<file path="config.mk">
export PLATFORM = sky130hd
export DESIGN_NAME = neighbor_select
export DESIGN_NICKNAME = d
export VERILOG_FILES = /design/src/rtl/neighbor_pkg.sv /design/src/rtl/neighbor_select_scan_counter.sv /design/src/rtl/neighbor_select.sv
export SDC_FILE = /design/constraint.sdc
export NUM_CORES = 1
export LEC_CHECK = 0
export CORE_ASPECT_RATIO = 0.7
export CORE_MARGIN = 2
export CORE_UTILIZATION = 25
export CTS_BUF_LIST = sky130_fd_sc_hd__clkbuf_8
export CTS_CLUSTER_DIAMETER = 100
export DETAILED_ROUTE_END_ITERATION = 8
export PLACE_DENSITY_LB_ADDON = 0.1
export SETUP_SLACK_MARGIN = 0.4
export SYNTH_ARGS = -nofsm -noshare
export SYNTH_HDL_FRONTEND = slang
export SYNTH_HIERARCHICAL = 1
export SYNTH_SLANG_ARGS = --single-unit
</file>
<file path="constraint.sdc">
create_clock -name clock -period 2.75 [get_ports clock]
set_input_delay 0.4125 -clock clock [delete_from_list [all_inputs] [get_ports clock]]
set_output_delay 0.4125 -clock clock [all_outputs]
set_load 0.01 [all_outputs]
</file>
<file path="src/rtl/neighbor_pkg.sv">
// Shared definitions for the neighbour-selection datapath: FSM encoding and the
// default widths also used by the RNG address stage.
package neighbor_pkg;

  localparam int DEF_COST_W = 16;
  localparam int DEF_IDX_W  = 16;

  typedef enum logic [1:0] {
    IDLE = 2'd0,
    SCAN = 2'd1,
    DONE = 2'd2
  } state_t;

endpackage

</file>
<file path="src/rtl/neighbor_select_scan_counter.sv">
// Cost-memory address counter: clears to 0, counts up while enabled and holds
// once it reaches LAST; terminal flags that the current address is LAST.
module scan_counter #(
  parameter int IDX_W = 16,
  parameter int LAST  = 7
) (
  input  logic             clock,
  input  logic             reset,
  input  logic             clear,
  input  logic             enable,
  output logic [IDX_W-1:0] count,
  output logic             terminal
);

  logic [IDX_W-1:0] count_reg;

  assign count    = count_reg;
  assign terminal = (count_reg == IDX_W'(LAST));

  always_ff @(posedge clock or posedge reset) begin
    if (reset) begin
      count_reg <= '0;
    end else if (clear) begin
      count_reg <= '0;
    end else if (enable && !terminal) begin
      count_reg <= count_reg + IDX_W'(1);
    end
  end

endmodule

</file>
<file path="src/rtl/neighbor_select.sv">
// Scans the neighbour cost memory for the rng_address-th neighbour cheaper than
// current_cost. Define SELECT_EQUAL_EN to also accept equal-cost neighbours.
module neighbor_select
  import neighbor_pkg::*;
#(
  parameter int NUM_NEIGHBORS = 8,
  parameter int COST_W        = DEF_COST_W,
  parameter int IDX_W         = DEF_IDX_W
) (
  input  logic              clock,
  input  logic              reset,
  input  logic              start_select,
  input  logic [IDX_W-1:0]  rng_address,
  input  logic [COST_W-1:0] current_cost,
  output logic [IDX_W-1:0]  cost_addr,
  input  logic [COST_W-1:0] cost_data,
  output logic [IDX_W-1:0]  neighbor_index,
  output logic              found,
  output logic              done_select
);

  state_t            state_reg;
  logic [IDX_W-1:0]  target_reg;
  logic [COST_W-1:0] cur_cost_reg;
  logic [IDX_W-1:0]  better_cnt_reg;
  logic              rd_valid_reg;
  logic [IDX_W-1:0]  rd_idx_reg;
  logic              rd_last_reg;
  logic [IDX_W-1:0]  neighbor_index_reg;
  logic              found_reg;
  logic              done_reg;

  logic accept;
  logic addr_terminal;
  logic is_better;
  logic is_hit;

  assign accept = start_select && ((state_reg == IDLE) || (state_reg == DONE));

  scan_counter #(
    .IDX_W (IDX_W),
    .LAST  (NUM_NEIGHBORS - 1)
  ) u_scan_counter (
    .clock    (clock),
    .reset    (reset),
    .clear    (accept),
    .enable   (state_reg == SCAN),
    .count    (cost_addr),
    .terminal (addr_terminal)
  );

`ifdef SELECT_EQUAL_EN
  assign is_better = rd_valid_reg && (cost_data <= cur_cost_reg);
`else
  assign is_better = rd_valid_reg && (cost_data < cur_cost_reg);
`endif

  assign is_hit = is_better && (better_cnt_reg == target_reg);

  // rd_*_reg describe the address issued last cycle, i.e. the one cost_data now holds.
  always_ff @(posedge clock or posedge reset) begin
    if (reset) begin
      state_reg          <= IDLE;
      target_reg         <= '0;
      cur_cost_reg       <= '0;
      better_cnt_reg     <= '0;
      rd_valid_reg       <= 1'b0;
      rd_idx_reg         <= '0;
      rd_last_reg        <= 1'b0;
      neighbor_index_reg <= '0;
      found_reg          <= 1'b0;
      done_reg           <= 1'b0;
    end else begin
      case (state_reg)
        IDLE, DONE: begin
          if (start_select) begin
            target_reg     <= rng_address;
            cur_cost_reg   <= current_cost;
            better_cnt_reg <= '0;
            rd_valid_reg   <= 1'b0;
            rd_idx_reg     <= '0;
            rd_last_reg    <= 1'b0;
            found_reg      <= 1'b0;
            done_reg       <= 1'b0;
            state_reg      <= SCAN;
          end
        end
        SCAN: begin
          rd_valid_reg <= 1'b1;
          rd_idx_reg   <= cost_addr;
          rd_last_reg  <= addr_terminal;
          if (is_hit) begin
            neighbor_index_reg <= rd_idx_reg;
            found_reg          <= 1'b1;
            done_reg           <= 1'b1;
            state_reg          <= DONE;
          end else begin
            if (is_better) begin
              better_cnt_reg <= better_cnt_reg + IDX_W'(1);
            end
            if (rd_valid_reg && rd_last_reg) begin
              neighbor_index_reg <= '0;
              found_reg          <= 1'b0;
              done_reg           <= 1'b1;
              state_reg          <= DONE;
            end
          end
        end
        default: state_reg <= IDLE;
      endcase
    end
  end

  assign neighbor_index = neighbor_index_reg;
  assign found          = found_reg;
  assign done_select    = done_reg;

endmodule
</file>
Word level (Yosys, flattened, before mapping)
Cells that the tools add are included.
{"block": "word_totals", "wordCells": 62, "in_bits": 51, "regBits": 102, "output_inout_bits": 34}
{"block": "classes", "mux": 22, "addsub": 2, "order_cmp": 1, "n_eq_ne": 8, "reduce_logical": 18}
{"cell": "$mux 16", "n": 7}
{"cell": "$pmux 16 s2", "n": 2}
{"cell": "$add 16x1->16 const B", "n": 2}
{"cell": "$eq 16x16->1", "n": 1}
{"cell": "$eq 16x3->1 const B", "n": 1}
{"cell": "$lt 16x16->1", "n": 1}
{"cell": "$pmux 1 s2", "n": 4}
{"cell": "$reduce_and 2->1", "n": 4}
{"cell": "$mux 2", "n": 3}
{"cell": "$ne 2x2->1 const B", "n": 3}
{"cell": "$reduce_bool 2->1", "n": 3}
{"cell": "$logic_and 1x1->1", "n": 5}
{"cell": "$mux 1", "n": 5}
{"cell": "$pmux 2 s2", "n": 1}
{"cell": "$reduce_and 4->1", "n": 1}
{"cell": "$ne 3x3->1 const B", "n": 1}
{"cell": "$reduce_and 3->1", "n": 1}
{"cell": "$eq 2x1->1 const B", "n": 1}
{"cell": "$eq 2x2->1 const B", "n": 1}
{"cell": "$logic_not 2->1", "n": 1}
{"cell": "$reduce_or 2->1", "n": 1}
{"cell": "$logic_not 1->1", "n": 1}
{"cell": "$logic_or 1x1->1", "n": 1}

Logic depth before layout (Yosys ltp)
Gate-level depths: netlist of the first run.
{"block": "depth", "depth_word": 5, "mapped_depth": 10, "mapped_depth_nobuf": 8}

Modules after synthesis
Netlist of the first run, hierarchy kept.
{"mod": "neighbor_select", "area_each_um2": 4062.6, "instances": 1, "cells_per_inst": 405, "seq_area_each_um2": 2152.1}
{"mod": "scan_counter", "area_each_um2": 957.2, "instances": 1, "cells_per_inst": 90, "seq_area_each_um2": 400.4}

Worst setup path before layout of the first run
Ideal clock, no wire load.
{"block": "synth_path", "path_type": "input-to-reg", "startpoint": "input port cost_data[7]", "endpoint": "register neighbor_index_reg[0] (netlist: neighbor_index[0])", "t_required_ps": 2671, "setup_ps": 79, "setup_slack_ps": 378, "n_path_buf": 2, "stages": 9, "t_arrival_ps": 2293, "path_cell_list": "ha_1 nand3_1 or3_1 or4_4 and2_4 nand3_2 buf_8 buf_12 mux2i_1"}
{"block": "synth_between", "elab_chain_len": 5, "word_cells_on_any_way": 6, "cone_classes": "order compare: 1; mux: 1; reduce/logical: 4"}
{"element": "start: declaration", "line_no": "neighbor_select.sv:16", "text": "input logic [COST_W-1:0] cost_data,"}
{"element": "$lt 16x16->1 *", "line_no": "neighbor_select.sv:55", "text": "assign is_better = rd_valid_reg && (cost_data < cur_cost_reg);"}
{"element": "$logic_and 1x1->1 *", "line_no": "neighbor_select.sv:55"}
{"element": "$logic_and 1x1->1 *", "line_no": "neighbor_select.sv:58", "text": "assign is_hit = is_better && (better_cnt_reg == target_reg);"}
{"element": "$reduce_bool 2->1 (no source line)"}
{"element": "$reduce_and 2->1 (no source line)"}
{"element": "end signal: assignment", "line_no": "neighbor_select.sv:93", "text": "neighbor_index_reg <= rd_idx_reg;"}
{"element": "end: declaration", "line_no": "neighbor_select.sv:29", "text": "logic [IDX_W-1:0] neighbor_index_reg;"}
Every way passes the cells marked *; elsewhere a longest branch is shown, timed or not.
A chain may end at the register's enable or synchronous reset.

Worst setup path in the final report of the first run
{"block": "layout_path", "startpoint": "input port cost_data[11]", "endpoint": "register neighbor_index_reg[11] (netlist: neighbor_index[11])"}
Same word-level chain as after synthesis.

==> impl_metrics.yaml, run 1 <==
synthesis:
  synth_area_um2: 5020
  synth_top_area_share_pct: 50.8
  synth_fp_nets: 563
  yosysTopAreaCell: "dfrtp_1"
  synth_edf_count: 0
  syn_avg_cell_area_um2: 10.1
  synth.most_common_cell: "dfrtp_1"
  ys_ff_latch: 102
  ys_seq_area_share_pct: 50.8
  synthCells: 495
  async_reset_ff_share_pct: 100
  synth_cell_type_count: 51
  yosysWarnings: 6
  ys.flop_type: "dfrtp_1"
  synth_common_cells: "dfrtp_1, nand2_1, inv_1"
  synth_area_leaders: "dfrtp_1, nand2_1, mux2i_1"
min_path:
  hold_path_class: "in -> async"
sta:
  hold_viol_final: 0
  setup_ws_ns: 0.296
  setup_viol: 0
  fin_crit_sh_pct: 89.2
  rsz0062_at_grt: "true"
  tightest_slew_ns: 0.766
  drv_slew: 0
  slew_headroom_pct: 48.9
  fmax_ghz: 0.407
  skew_ns: 0.0148
  fin_crit_ns: 2.45
  finalSetupTns_ns: 0
floorplan:
  initial_core_util_pct: 25.4
  pin_count: 85
  die_h_um: 123
  die_area_um2: 21200
  rows: 43
  die_w_um: 173
  core_area_um2: 19700
global_route:
  antenna_found_initial: 0
  first_global_vias: 3912
  gr-total-overflow: 0
  grt_max_degree: 74
  grt_pass1_wl_um: 22300
  grt_use_total_pct: 13.6
critical_path:
  rr_worst_depth: 10
  r2r-end: "neighbor_index[11]$_DFFE_PP0P_"
  cp-end-kind: "register"
  regToRegSetupSlack_ns: 0.34
  critPathRequiredTime_ns: 3.06
  cp.arrival_ns: 2.76
  r2r-start: "cur_cost_reg[7]$_DFFE_PP0P_"
  crit_path_start_kind: "input pin"
  critPathKind: "in -> reg"
  path_max_fanout: 4
drt:
  routed_wl_um: 13800
  drc_errors: 0
  ant_nets: 0
  dr.pass1.iters: 4
  wl_per_cell_um: 15.8
  vias_per_cell: 4.51
  drt_iter0_drc: 224
  vias: 3940
placement:
  pre_cts_slack_ns: -0.131
  gp_congestion: 0.796
  dpl.hpwl_um: 9520
  portBuffers: 84
cells_and_area:
  fillerInstances: 2011
  area_delta_synth_final_pct: 35.9
  drive_gt1_share_pct: 15.6
  fin_nets: 668
  n_antenna_cell: 0
power_and_ir_drop:
  powerDensity_nw_per_um2: 838
  cellLeakagePower_nw: 3.12
  p_sw_share_pct: 37.4
  switchingPower_mw: 2.14
  p_seq_share_pct: 41.7
  power_frac_comb_pct: 40.3
  vdd_drop_max_uv: 266
  intPower_mw: 3.58
  clkPwrFrac_pct: 18.0
clocking:
  cts_tree: "built"
  postCtsHoldBufs: 0
  htreeDepth: 3
  clock_latency_ns: 0.39
  cts_inserted_buffers: 9
  cts_buffer_depth: 2
  clk_pin_slew_ns: 0.10
  clkSinkCount: 102
  clock-root-buffer: "clkbuf_8"
run:
  cap_violations: 0
status:
  status: "finished, final reports clean"
## metrics by stage
| step | hold slack (ns) | utilization, % | total power, mW | cells | area, µm² |
|---|---|---|---|---|---|
| after CTS | 0.442 | 33.5 | 5.65 | 871 | 6620 |
| after detailed placement | 0.475 | 31.8 | 4.54 | 849 | 6290 |
| final | 0.455 | 34.5 | 5.72 | 874 | 6820 |
| after floorplan | 0.326 | - | 3.57 | 495 | 5050 |
| after global routing | 0.480 | 34.5 | 6.17 | 874 | 6820 |
| after global placement | 0.468 | 31.8 | 4.50 | 849 | 6290 |
## cell usage in the layout (no fill, tap or decap), types with 13 or more instances in the layout
| cell | instances |
|---|---|
| dfrtp_1 | 102 |
| nand2_1 | 96 |
| clkdlybuf4s50_1 | 75 |
| inv_1 | 36 |
| mux2i_1 | 21 |
| nor2_1 | 21 |
| o21ai_0 | 19 |
| xor2_1 | 17 |
| a22o_1 | 17 |
| buf_4 | 17 |
| nand3_1 | 13 |
## layout make-up
cell class / count / area, µm² / area share (%)
multi-input cells: 331 / 2400 / 35.2
repair buffers: 112 / 1160 / 16.9
flip-flops and latches: 102 / 2550 / 37.4
inverters: 44 / 169 / 2.48
clock inverters: 3 / 42.5 / 0.624
well taps: 270 / 338 / 4.95
clock buffers: 12 / 165 / 2.42
## worst max path at each step
stage | from | endpoint | slack, ns | depth (start not counted)
2_1_floorplan | cost_data[2] | neighbor_index[0]$_DFFE_PP0P_ | 0.43 | 9
3_3_place_gp | cost_data[7] | neighbor_index[1]$_DFFE_PP0P_ | -0.06 | 9
3_5_place_dp | cost_data[7] | neighbor_index[5]$_DFFE_PP0P_ | -0.13 | 9
4_1_cts | cur_cost_reg[2]$_DFFE_PP0P_ | neighbor_index[0]$_DFFE_PP0P_ | 0.36 | 9
5_1_grt | cost_data[9] | neighbor_index[9]$_DFFE_PP0P_ | 0.23 | 10
6_report | cost_data[11] | neighbor_index[11]$_DFFE_PP0P_ | 0.30 | 10
## layer usage
layer  up-vias  part of all wire [%]  track usage, %
met4         0                  0.91            3.50
met5         -                     0               0
met2        77                    40            18.2
li1       1907                     -               -
met3         9                   4.2            4.00
met1      1947                    55            21.0
## power by group through the flow
stage	logic (mW)	clock network [mW]	registers [mW]
3_3_place_gp	2.09	0	2.41
2_1_floorplan	1.23	0	2.34
5_1_grt	2.58	1.14	2.45
6_report	2.31	1.03	2.38
4_1_cts	2.18	1.08	2.39
3_5_place_dp	2.13	0	2.41
## worst max-delay path, cell delays in order
cell and delay [ns]:
clkdlybuf4s50_1 0.46, ha_4 0.29, nand4_1 0.18, buf_4 0.19, or4_4 0.52, and2_4 0.17, nand3_4 0.08, buf_4 0.14
buf_16 0.12, mux2i_2 0.19
## timing repair
item                       CTS  global route
gates resized for setup     17            34
pin swaps                    5             8
buffers inserted             5             1
setup endpoints to repair   24            35
cloned                       2             1
## cells by family after synthesis
group	count (synthesis)	share of synthesized area, %
multiplexers	25	5.28
XOR/XNOR	25	4.36
adder cells (fa/ha/maj)	17	4.24
flip-flops	102	50.8
AND/OR/NAND/NOR	192	19.8
AO/OA/AOI/OAI	72	10.2
buffers and inverters	62	5.26
Power figures use the tool's default switching activity.
==> run 2: changes to the inputs <==
- CORE_UTILIZATION: 25 -> 50
==> run 2 against run 1 <==
Compared with the run above: count of clock-buffer cells in the layout decreased by 2; clock skew down 0.0039 ns; critical path depth down 1; cell area shrank 4.1%; via count shrank 1.1%; maximum frequency rose by 4.8%; sequential cell count stayed put; sequential power about the same; setup slack better by 0.11 ns; first-iteration DRC count grew 1.3%; clock power grew 11%.
==> impl_metrics.yaml, run 2 (same netlist as run 1, synthesis figures left out) <==
critical_path:
  path_max_fanout: 5
  rr_worst_depth: 9
  slowest_delay_ns: 0.55
  critPathKind: "reg -> reg"
  r2r-end: "neighbor_index[4]$_DFFE_PP0P_"
  crit_buf_inv: 2
  r2r-start: "cur_cost_reg[7]$_DFFE_PP0P_"
  worstPathCellList: "inv_2 > ha_4 > nand3_2 > or3_1 > or4_4 > and2_4 > nand3_4 > buf_12 > mux2i_1"
  cp.arrival_ns: 2.64
  crit_path_top_delay_cell: "or4_4"
  crit_path_start_kind: "register"
  regToRegSetupSlack_ns: 0.41
  critPathTopFamily: "simple AND/OR/NAND/NOR gates"
  critPathRequiredTime_ns: 3.04
  cp-end-kind: "register"
sta:
  holdWs_ns: 0.434
  skew_ns: 0.0109
  drv_slew: 0
  setup_viol: 0
  tightest_slew_ns: 1.14
  rsz0062_at_grt: "true"
  fin_crit_sh_pct: 85.2
  fin_crit_ns: 2.34
  slew_headroom_pct: 23.9
  hold_viol_final: 0
  fmax_ghz: 0.427
drt:
  vias: 3897
  wl_met2_um: 5060
  drt_iter0_drc: 227
  vias_per_cell: 5.36
  wl_met3_um: 560
  drc_errors: 0
  wl_per_cell_um: 15.7
  dr.max_layer_used: "met4"
  routed_wl_um: 11500
  dr.pass1.iters: 4
  drt-met1-wl_um: 5730
  ant_nets: 0
clocking:
  clkSinkCount: 102
  cts_buffer_depth: 2
  cts_tree: "built"
  clock_latency_ns: 0.38
  clk_pin_slew_ns: 0.10
  cts_inserted_buffers: 9
  clock-root-buffer: "clkbuf_8"
  htreeDepth: 3
floorplan:
  die_w_um: 124
  die_h_um: 87.8
  initial_core_util_pct: 51.6
  die_area_um2: 10900
  rows: 30
  core_area_um2: 9720
  pin_count: 85
placement:
  place_inst: 704
  dpl.hpwl_um: 8070
  portBuffers: 84
  gp_congestion: 0.863
cells_and_area:
  drive_gt1_share_pct: 13.0
  fin_nets: 662
  stdcell_count: 727
  finish.utilization_pct: 67.3
  final_common_cell: "dfrtp_1"
  layout_common_cells: "dfrtp_1, nand2_1, clkdlybuf4s50_1"
  n_antenna_cell: 0
  area_delta_synth_final_pct: 30.3
status:
  status: "finished, final reports clean"
power_and_ir_drop:
  cellLeakagePower_nw: 3.07
  vdd_drop_max_uv: 413
  powerDensity_nw_per_um2: 873
run:
  cap_violations: 0
global_route:
  first_global_vias: 3779
  grt_use_total_pct: 22.8
  antenna_found_initial: 0
  grt_pass1_wl_um: 18800
  grt_max_degree: 41
  gr-total-overflow: 0
min_path:
  hold_path_class: "in -> async"
[run 2: cell type report]
class,count,area (µm²)
fillers,790,3180
inverters,44,169
flip-flops and latches,102,2550
clock inverters,6,110
clock buffers,10,138
repair buffers,106,1080
multi-input cells,331,2330
well taps,128,160
[run 2: routing by layer]
layer / vias up / track usage, %
met5: - / 0
met1: 1894 / 34.8
li1: 1902 / -
met2: 92 / 32.8
met3: 9 / 5.01
met4: 0 / 5.99
[run 2: worst max-delay path by stage]
| stage | from | end | cells past startpoint |
|---|---|---|---|
| after floorplan | cost_data[2] | neighbor_index[0]$_DFFE_PP0P_ | 9 |
| after global placement | cost_data[7] | neighbor_index[1]$_DFFE_PP0P_ | 9 |
| after detailed placement | cost_data[7] | neighbor_index[11]$_DFFE_PP0P_ | 9 |
| after CTS | cur_cost_reg[7]$_DFFE_PP0P_ | better_cnt_reg[9]$_DFFE_PP0P_ | 11 |
| after global routing | cur_cost_reg[7]$_DFFE_PP0P_ | better_cnt_reg[11]$_DFFE_PP0P_ | 11 |
| final | cur_cost_reg[7]$_DFFE_PP0P_ | neighbor_index[4]$_DFFE_PP0P_ | 9 |
[run 2: power breakdown]
group          total, mW  switching [mW]  leakage, nW  internal (mW)
combinational       2.22            1.13         1.63           1.09
clock               1.14           0.516        0.124          0.628
sequential          2.35           0.380         1.32           1.97
total               5.71            2.03         3.07           3.69
[run 2: through the flow]
stage	setup TNS [ns]	instance area, µm²	worst slack (ns)	total power [mW]
global placement	-0.255	6090	-0.0192	4.33
detailed placement	-1.64	6090	-0.0973	4.42
global route	0	6540	0.277	6.15
CTS	0	6440	0.399	5.64
finish	0	6540	0.407	5.71
floorplan	0	5050	0.432	3.57
[run 2: timing repair]
item                                    in CTS  in global routing
endpoints found under the setup margin      29                 29
gates resized for setup                     16                 21
setup buffers                                2                  3
hold buffers                                 0                  0
pin swaps                                    7                 11
cloned                                       2                  0
